`config.mk`:
```
export PLATFORM = sky130hd
export DESIGN_NAME = lock_sequencer
export DESIGN_NICKNAME = d
export VERILOG_FILES = /design/src/rtl/lock_pkg.sv /design/src/rtl/lock_timer.sv /design/src/rtl/lock_sequencer.sv
export SDC_FILE = /design/constraint.sdc
export NUM_CORES = 1
export LEC_CHECK = 0
export CAP_MARGIN = 10
export CORE_AREA = 2 2 77 79
export DETAILED_ROUTE_END_ITERATION = 8
export DIE_AREA = 0 0 79 81
export PLACE_DENSITY = 0.57
export SLEW_MARGIN = 10
export SYNTH_ARGS = -nofsm -noshare
export SYNTH_HDL_FRONTEND = slang
export SYNTH_SLANG_ARGS = --single-unit
```
`constraint.sdc`:
```
create_clock -name clk -period 2.3 [get_ports clk]
set_input_delay 0.23 -clock clk [delete_from_list [all_inputs] [get_ports clk]]
set_output_delay 0.23 -clock clk [all_outputs]
set_load 0.05 [all_outputs]
```
`src/rtl/lock_pkg.sv`:
```
// Shared definitions for the keypad lock sequencer: state encoding,
// BCD digit limits and a small constant helper.
package lock_pkg;

    localparam int DIGIT_W = 4;
    localparam logic [DIGIT_W-1:0] DIGIT_MAX = 4'd9;

    localparam logic [2:0] ENC_IDLE    = 3'd0;
    localparam logic [2:0] ENC_ENTRY   = 3'd1;
    localparam logic [2:0] ENC_CHECK   = 3'd2;
    localparam logic [2:0] ENC_OPEN    = 3'd3;
    localparam logic [2:0] ENC_LOCKOUT = 3'd4;

    typedef enum logic [2:0] {
        ST_IDLE    = ENC_IDLE,
        ST_ENTRY   = ENC_ENTRY,
        ST_CHECK   = ENC_CHECK,
        ST_OPEN    = ENC_OPEN,
        ST_LOCKOUT = ENC_LOCKOUT
    } state_e;

    function automatic int max3(input int a, input int b, input int c);
        int m;
        m = (a > b) ? a : b;
        return (m > c) ? m : c;
    endfunction

endpackage

```
`src/rtl/lock_timer.sv`:
```
// Loadable saturating down-counter; expire is high while the count sits at zero.
module lock_timer #(
    parameter int WIDTH = 8
) (
    input  logic             clk,
    input  logic             rst_n,
    input  logic             load,
    input  logic             en,
    input  logic [WIDTH-1:0] load_val,
    output logic             expire
);

    logic [WIDTH-1:0] count_r;

    // Count down from the loaded value, holding at zero
    always_ff @(posedge clk or negedge rst_n) begin
        if (!rst_n) begin
            count_r <= {WIDTH{1'b0}};
        end else if (load) begin
            count_r <= load_val;
        end else if (en && (count_r != {WIDTH{1'b0}})) begin
            count_r <= count_r - {{(WIDTH-1){1'b0}}, 1'b1};
        end else begin
            count_r <= count_r;
        end
    end

    assign expire = (count_r == {WIDTH{1'b0}});

endmodule

```
`src/rtl/lock_sequencer.sv`:
```
// Keypad PIN entry, code check and lock actuator sequencing with auto-relock,
// entry timeout and failed-attempt lockout.
module lock_sequencer
    import lock_pkg::*;
#(
    parameter int                   PIN_LEN        = 4,
    parameter logic [4*PIN_LEN-1:0] PIN_CODE       = 16'h1234,
    parameter int                   MAX_FAIL       = 3,
    parameter int                   RELOCK_CYCLES  = 1000,
    parameter int                   ENTRY_TIMEOUT  = 500,
    parameter int                   LOCKOUT_CYCLES = 5000
) (
    input  logic       clk,
    input  logic       rst_n,
    input  logic       key_valid,
    input  logic [3:0] key_digit,
    input  logic       lock_req,
    input  logic       door_locked,
    output logic       lock,
    output logic       unlock,
    output logic       alarm,
    output logic [3:0] fail_cnt,
    output logic [2:0] state_o
);

    localparam int CODE_W  = DIGIT_W * PIN_LEN;
    localparam int CNT_W   = $clog2(PIN_LEN) + 1;
    localparam int TMR_W   = $clog2(max3(RELOCK_CYCLES, ENTRY_TIMEOUT, LOCKOUT_CYCLES)) + 1;
    localparam logic [TMR_W-1:0] TIMEOUT_LOAD = TMR_W'(ENTRY_TIMEOUT - 1);
    // Relock interval is loaded on entry to CHECK so the lock pulse lands
    // exactly RELOCK_CYCLES after the unlock pulse.
    localparam logic [TMR_W-1:0] RELOCK_LOAD  = TMR_W'(RELOCK_CYCLES - 1);
    localparam logic [TMR_W-1:0] LOCKOUT_LOAD = TMR_W'(LOCKOUT_CYCLES - 1);
    localparam logic [3:0]       MAX_FAIL_C   = 4'(MAX_FAIL);

    state_e            state_r;
    logic [CODE_W-1:0] buf_r;
    logic [CNT_W-1:0]  digit_cnt_r;
    logic [3:0]        fail_cnt_r;
    logic              match_r;
    logic              lock_r;
    logic              unlock_r;
    logic              alarm_r;
    logic              lock_req_q_r;

    logic              digit_ok_s;
    logic              accept_s;
    logic              press_s;
    logic [CODE_W-1:0] next_buf_s;
    logic [CNT_W-1:0]  next_cnt_s;
    logic              last_digit_s;
    logic              match_s;
    logic [3:0]        fail_inc_s;
    logic              tmr_load_s;
    logic              tmr_en_s;
    logic [TMR_W-1:0]  tmr_load_val_s;
    logic              tmr_expire_s;

    assign digit_ok_s   = key_valid && (key_digit <= DIGIT_MAX);
    assign accept_s     = digit_ok_s && ((state_r == ST_IDLE) || (state_r == ST_ENTRY));
    assign press_s      = lock_req && !lock_req_q_r;
    assign next_buf_s   = (buf_r << DIGIT_W) | CODE_W'(key_digit);
    assign next_cnt_s   = digit_cnt_r + CNT_W'(1);
    assign last_digit_s = (next_cnt_s == CNT_W'(PIN_LEN));
    assign match_s      = (next_buf_s == PIN_CODE);
    assign fail_inc_s   = (fail_cnt_r == 4'hF) ? 4'hF : (fail_cnt_r + 4'd1);

    // Pick which interval the shared timer measures in the current state
    always_comb begin
        tmr_load_s     = 1'b0;
        tmr_en_s       = 1'b0;
        tmr_load_val_s = {TMR_W{1'b0}};
        case (state_r)
            ST_IDLE, ST_ENTRY: begin
                tmr_en_s = (state_r == ST_ENTRY);
                if (accept_s) begin
                    tmr_load_s     = 1'b1;
                    tmr_load_val_s = last_digit_s ? RELOCK_LOAD : TIMEOUT_LOAD;
                end else begin
                    tmr_load_s = 1'b0;
                end
            end
            ST_CHECK: begin
                tmr_en_s = 1'b1;
                if (!match_r && (fail_inc_s == MAX_FAIL_C)) begin
                    tmr_load_s     = 1'b1;
                    tmr_load_val_s = LOCKOUT_LOAD;
                end else begin
                    tmr_load_s = 1'b0;
                end
            end
            ST_OPEN, ST_LOCKOUT: tmr_en_s = 1'b1;
            default:             tmr_en_s = 1'b0;
        endcase
    end

    lock_timer #(.WIDTH(TMR_W)) u_timer (
        .clk      (clk),
        .rst_n    (rst_n),
        .load     (tmr_load_s),
        .en       (tmr_en_s),
        .load_val (tmr_load_val_s),
        .expire   (tmr_expire_s)
    );

    // Main sequencer: digit collection, code check, open/relock and lockout
    always_ff @(posedge clk or negedge rst_n) begin
        if (!rst_n) begin
            state_r      <= ST_IDLE;
            buf_r        <= {CODE_W{1'b0}};
            digit_cnt_r  <= {CNT_W{1'b0}};
            fail_cnt_r   <= 4'd0;
            match_r      <= 1'b0;
            lock_r       <= 1'b0;
            unlock_r     <= 1'b0;
            alarm_r      <= 1'b0;
            lock_req_q_r <= 1'b0;
        end else begin
            lock_r       <= 1'b0;
            unlock_r     <= 1'b0;
            lock_req_q_r <= lock_req;
            case (state_r)
                ST_IDLE, ST_ENTRY: begin
                    if (accept_s) begin
                        buf_r       <= next_buf_s;
                        digit_cnt_r <= next_cnt_s;
                        if (last_digit_s) begin
                            state_r  <= ST_CHECK;
                            match_r  <= match_s;
                            unlock_r <= match_s;
                        end else begin
                            state_r <= ST_ENTRY;
                        end
                    end else if ((state_r == ST_ENTRY) && tmr_expire_s) begin
                        buf_r       <= {CODE_W{1'b0}};
                        digit_cnt_r <= {CNT_W{1'b0}};
                        state_r     <= ST_IDLE;
                    end
                    // A manual lock never shares a cycle with an unlock pulse
                    lock_r <= press_s && !door_locked && !(accept_s && last_digit_s && match_s);
                end
                ST_CHECK: begin
                    buf_r       <= {CODE_W{1'b0}};
                    digit_cnt_r <= {CNT_W{1'b0}};
                    if (match_r) begin
                        fail_cnt_r <= 4'd0;
                        state_r    <= ST_OPEN;
                    end else begin
                        fail_cnt_r <= fail_inc_s;
                        lock_r     <= press_s && !door_locked;
                        if (fail_inc_s == MAX_FAIL_C) begin
                            state_r <= ST_LOCKOUT;
                            alarm_r <= 1'b1;
                        end else begin
                            state_r <= ST_IDLE;
                        end
                    end
                end
                ST_OPEN: begin
                    if (lock_req || tmr_expire_s) begin
                        lock_r  <= 1'b1;
                        state_r <= ST_IDLE;
                    end
                end
                ST_LOCKOUT: begin
                    if (tmr_expire_s) begin
                        alarm_r    <= 1'b0;
                        fail_cnt_r <= 4'd0;
                        state_r    <= ST_IDLE;
                    end
                end
                default: begin
                    buf_r       <= {CODE_W{1'b0}};
                    digit_cnt_r <= {CNT_W{1'b0}};
                    alarm_r     <= 1'b0;
                    state_r     <= ST_IDLE;
                end
            endcase
        end
    end

    assign lock     = lock_r;
    assign unlock   = unlock_r;
    assign alarm    = alarm_r;
    assign fail_cnt = fail_cnt_r;
    assign state_o  = state_r;

endmodule

```
### Yosys cells after proc, flatten, opt, wreduce, memory -nomap -nowiden

Index checks and enable logic that the tools add are counted.

* word-level logic and storage cells: 97
* output and inout port bits: 10
* flip-flop bits (word level): 41
* input port bits: 9

* $lt $le $gt $ge: 1
* multiplexer cells: 37
* bitwise logic cells: 3
* add/subtract/negate cells: 3
* reduce and logical (&&, ||, !) cells: 30
* eq/ne operators: 13

Operator list (count)
* $mux 14: 2
* $pmux 13 s2: 1
* $mux 12: 2
* $pmux 12 s2: 1
* $mux 3: 7
* $mux 10: 2
* $eq 16x13->1 const B: 1
* $or 16x4->16: 1
* $logic_not 14->1: 1
* $reduce_bool 14->1: 1
* $sub 14x1->14 const B: 1
* $mux 13: 1
* $mux 4: 3
* $pmux 3 s4: 1
* $logic_and 1x1->1: 10
* $mux 1: 10
* $ne 2x2->1 const B: 4
* $pmux 4 s2: 1
* $eq 3x2->1 const B: 2
* $eq 3x3->1 const B: 2
* $pmux 1 s3: 2
* $pmux 3 s2: 1
* $reduce_and 3->1: 2
* $reduce_or 3->1: 2
* other kinds (17): 26

### Depth between registers and ports, before layout

Gate-level depths: netlist of run 1.

* word-level depth: 8
* mapped depth: 7
* mapped depth without buffers: 6

### Hierarchy

From an unflattened synthesis of run 1, not the netlist that was laid out.

* cells, all modules: 226
* area, all modules: 2197.1 µm²

Modules (own cells, without submodules)
* lock_sequencer: cells an instance 115, times used 1, seq. area each 675.6 µm², area each 1282.5 µm²
* lock_timer: cells an instance 111, times used 1, seq. area each 350.3 µm², area each 914.6 µm²

### Least setup slack after synthesis of run 1

OpenSTA, ideal clock, no wires.

* kind: register -> register
* from: register u_timer.count_r[0]
* to: register buf_r[10]
* path buffers: 1
* data arrival time: 2167 ps
* path slack: 12 ps
* stages on the path, launching flop included: 8
* period minus slack after synthesis: 2288 ps
* library setup time: 121 ps
* path through: dfrtp_1 inv_1 ha_1 or4b_4 or4_4 a2bb2oi_2 buf_6 a22o_1

* word-level cells in the longest chain between the ends: 4

Ends and longest elaborated chain
* start, declared: RTL line lock_timer.sv:13 `logic [WIDTH-1:0] count_r;`
* start signal, assigned: RTL line lock_timer.sv:18 `count_r <= {WIDTH{1'b0}};`
* start signal, assigned: RTL line lock_timer.sv:20 `count_r <= load_val;`
* start signal, assigned: RTL line lock_timer.sv:22 `count_r <= count_r - {{(WIDTH-1){1'b0}}, 1'b1};`
* $logic_not 14->1: RTL line lock_timer.sv:28 `assign expire = (count_r == {WIDTH{1'b0}});`
* $logic_and 1x1->1: RTL line lock_sequencer.sv:134 `end else if ((state_r == ST_ENTRY) && tmr_expire_s) begin`
* $ne 3x3->1 (no line)
* $reduce_and 2->1 (no line)
* end signal, assigned: RTL line lock_sequencer.sv:125 `buf_r <= next_buf_s;`
* end signal, assigned: RTL line lock_sequencer.sv:135 `buf_r <= {CODE_W{1'b0}};`
* end signal, assigned: RTL line lock_sequencer.sv:143 `buf_r <= {CODE_W{1'b0}};`
* end, declared: RTL line lock_sequencer.sv:37 `logic [CODE_W-1:0] buf_r;`

Every way passes these cells.
A chain may end at the register's enable or synchronous reset.

### Worst setup path after layout of run 1

* from: register u_timer.count_r[0]
* to: register digit_cnt_r[0]

* word-level cells in the longest chain between the ends: 4

Ends and longest elaborated chain
* $logic_not 14->1: RTL line lock_timer.sv:28
* $logic_and 1x1->1: RTL line lock_sequencer.sv:134
* $ne 3x3->1 (no line)
* $reduce_and 2->1 (no line)
* end signal, assigned: RTL line lock_sequencer.sv:126 `digit_cnt_r <= next_cnt_s;`
* end signal, assigned: RTL line lock_sequencer.sv:136 `digit_cnt_r <= {CNT_W{1'b0}};`
* end signal, assigned: RTL line lock_sequencer.sv:144 `digit_cnt_r <= {CNT_W{1'b0}};`
* end, declared: RTL line lock_sequencer.sv:38 `logic [CNT_W-1:0] digit_cnt_r;`

Every way passes these cells.

==> metrics.md, run 1 <==
| Metric | Value |
|---|---|
| Final nets | 265 |
| Synth Area in Simple Gates | 23.6% |
| Mux cell area share after synthesis | 0.526% |
| Distinct cell type count after synthesis | 50 |
| Top FF cell, synth | dfrtp_1 |
| Core Region | about 5700 um2 |
| TritonCTS clock tree | built |
| Final hold vios | 0 |
| Share of layout cells above drive strength 1 | ~23% |
| Status | complete, no violations |
| Final Util | around half |
| Final WS setup | between 0.03 and 0.04 ns |
| Yosys warns | 0 |
| Largest family of logic cells by synthesized area | simple AND/OR/NAND/NOR gates |
| Max incr delay on CP | 0.59 ns |
| Clk_skew | around 0.0065 ns |
| Die footprint | 6400 um2 |
| Clock power frac | 23.9% |
| Post-DP HPWL | 3530 um |
| Final setup TNS | 0 ns |
| Antenna diode count | 0 |
| Count leader, synth | dfrtp_1 |
| Syn Std Cell Area | about 2100 um2 |
| Slowest stage cell, crit path | or4_4 |
| Worst-skew pair later-pin latency | 0.30 ns |
| Input/output buffers | 18 |
| Net Sw Power | 1060 uW |
| DR WL/cell | 15.6 um |
| Xor-xnor portion of the synthesized cell area | 0.409% |
| Type of the most critical hold path | in -> async |
| Post-synth EDFFs | 0 |
| Synth Area in Compound Gates | 22.0% |
| Register area share after synthesis | 48.0% |
| Worst setup SP type | register |
| Max cap viols | 0 |
| Worst slew pin tran | approximately 0.93 ns |
| Mapped Nets | 219 |
| Ys async rst share | 100% |
| Power consumption | 2970 uW |
| DRT antenna net count | 0 |
| Vias in the first global route | 1785 |
| PD cells | 1080 nW/um2 |
| Initial Util | 37.7% |
| Grt ovf | 0 |
| CP Capture Type | register |
| Max-slew violations | 0 |
| Dominant cell type by area after synthesis | dfrtp_1 |
| I/O pin cnt | 19 |
| Setup-failing EPs final | 0 |
| Seq pwr share | 37.1% |
| Crit-path cells | inv_2 > ha_4 > or4b_4 > or4_4 > a2bb2oi_4 > mux2_4 |
| H-Tree Depth | 2 |
| Final WL | 5090 um |
| Relative slew slack | roughly two fifths |
| RSZ-0062 raised after global routing | yes |
| Crit Path Class | reg -> reg |
| Total CTS buffers | 5 |
| Clk slew on worst S/H paths | around 0.090 ns |
| Combinational power share | 39.0% |
| Pin count of the biggest net entering global routing | 42 |
| Area contributors post-synth | dfrtp_1 48%, a21oi_1 4.2%, a22o_1 3.7% |
| DR vias | 1853 |
| Layout Area Growth over Synthesis | 28.9% |
| Net Sw Frac | between 30% and 40% |
| GP Congestion | 0.800 |
| Global-route wire length before repair | 8870 um |
| P_leak | 0.00114 uW |
| Area fraction of the dominant cell type after synthesis | 48.0% |
| Root buffer cell | clkbuf_8 |
| Yosys reg bits | 41 |
| Drt pass-1 iters | 4 |
| Hold Worst Slack | 0.0712 ns |
| CP Max Fanout | 8 |
| Overall Global Routing Usage | 17.7% |
| Commonest cells in the netlist | 41 x dfrtp_1, 18 x a21oi_1, 10 x nand2_1, 10 x o21ai_0 |
| DP Worst Slack | -0.0403 ns |
| Post-route DRC | 0 |
| Initial antenna violation count | 0 |
| Drt initial violations | roughly 130 |
| Fill count | 543 |
| Adder-cell area share of the yosys netlist | 2.92% |
| Mean Syn Cell Area | 10.4 um2 |
| Final min period | 2.27 ns |
| FP Rows | 28 |
| Worst EP arrival | 2.46 ns |
| Clk buf depth | 2 |
| Worst path top cell family by delay | simple AND/OR/NAND/NOR gates |
| # hold bufs at CTS | 0 |
| Fmax | 0.441 GHz |
| Die height | 81 um |
| Via-per-instance ratio | 5.67 |
| IR drop worst, VDD | 0.504 mV |
| Cell Int Power | 1910 uW |
| Die width | 79 um |
| Critical Path RT | 2.49 ns |
| Cells after Synth | 205 |
| # clock sinks | around 40 |
| Tcrit/Tclk final | 98.6% |
| CP bufs+invs | 1 |
==> per-layer routing <==
layer / global-route usage [%] / vias to the layer above / routed length, um
met3: 3.78 / 6 / 154
met2: 28.9 / 27 / 2470
met4: 6.21 / 0 / 78
met1: 23.3 / 919 / 2400
met5: 0 / - / 0
li1: - / 901 / -
==> timing repair <==
item / CTS / global route
gates resized for setup: 1 / 5
setup buffers: 0 / 2
gates cloned: 1 / 0
endpoints found under the setup margin: 1 / 20
hold endpoints to repair: 0 / 0
pin swaps: 1 / 2
==> power groups by stage <==
stage / Clock (uW) / Sequential (uW) / Combinational (uW)
2_1_floorplan: 0 / 1220 / 576
3_3_place_gp: 0 / 1110 / 1090
3_5_place_dp: 0 / 1120 / 1110
4_1_cts: 726 / 1100 / 1150
5_1_grt: 763 / 1140 / 1290
6_report: 709 / 1100 / 1160
==> cells by family after synthesis <==
family                     count (synthesis)
muxes                                      1
adders and majority gates                  5
AOI/OAI and AO/OA                         67
DFF                                       41
and+or+nand+nor                           78
buffers and inverters                     12
xor gates and xnor gates                   1
==> registers in the layout, summed over array words and instances, names as in the netlist <==
signal,count
alarm,1
buf_r,12
digit_cnt_r,3
fail_cnt,4
lock,1
lock_req_q_r,1
match_r,1
state_o,3
u_timer.count_r,14
unlock,1
==> stage by stage <==
| stage | cells | instance area (um2) |
|---|---|---|
| after floorplan | 205 | 2140 |
| after global placement | 316 | 2560 |
| after detailed placement | 316 | 2560 |
| after CTS | 325 | 2730 |
| after global routing | 327 | 2760 |
| final | 327 | 2760 |
==> cell type report <==
type	count	area, um2	share of cell area (%)
clock buffers	5	68.8	2.49
clock inverters	3	68.8	2.49
inverters	4	15.0	0.544
multi-input cells	153	1100	39.9
flip-flops and latches	41	1030	37.2
well taps	75	93.8	3.40
repair buffers	46	385	14.0
==> layout by cell type (no fill, tap or decap), types with 3 or more instances in the layout <==
cell | netlist | routed
clkdlybuf4s50_1 | 0 | 17
a21oi_1 | 18 | 18
buf_4 | 0 | 28
or3_1 | 5 | 5
nor2_1 | 9 | 9
nand2b_1 | 5 | 5
ha_1 | 5 | 4
dfrtp_1 | 41 | 41
a22o_1 | 9 | 9
nand2_1 | 10 | 10
clkbuf_8 | 0 | 5
a22o_2 | 3 | 3
nand4_1 | 5 | 5
o31ai_1 | 6 | 6
or4_1 | 5 | 5
nor3b_1 | 6 | 6
nor4_1 | 3 | 3
nor4b_1 | 4 | 4
o21ai_0 | 10 | 10
nand3_1 | 8 | 8
o211ai_1 | 4 | 4
==> worst paths after layout <==
check | startpoint | to | slack, ns | cells past startpoint
max in group asynchronous | rst_n | u_timer.count_r[3]$_DFFE_PN0P_ | 1.66 | 1
max reg2reg | u_timer.count_r[0]$_DFFE_PN0P_ | digit_cnt_r[0]$_DFFE_PN0P_ | 0.03 | 6
min in group clk | lock_req | lock_req_q_r$_DFF_PN0_ | 0.49 | 1
min | rst_n | fail_cnt[3]$_DFFE_PN0P_ | 0.07 | 1
max | u_timer.count_r[0]$_DFFE_PN0P_ | digit_cnt_r[0]$_DFFE_PN0P_ | 0.03 | 6
min reg2reg | buf_r[8]$_DFFE_PN0P_ | buf_r[8]$_DFFE_PN0P_ | 0.50 | 1
Note: power is estimated with default switching activity, not from simulation.
==> inputs of run 2 (changes only) <==
--- a/config.mk
+++ b/config.mk
@@ -7,6 +7,7 @@
 export LEC_CHECK = 0
 export CAP_MARGIN = 10
 export CORE_AREA = 2 2 77 79
+export CTS_CLUSTER_DIAMETER = 120
 export DETAILED_ROUTE_END_ITERATION = 8
 export DIE_AREA = 0 0 79 81
 export PLACE_DENSITY = 0.57
==> results of run 2 <==
The final DEF is identical to that of run 1; final timing and power are the same.
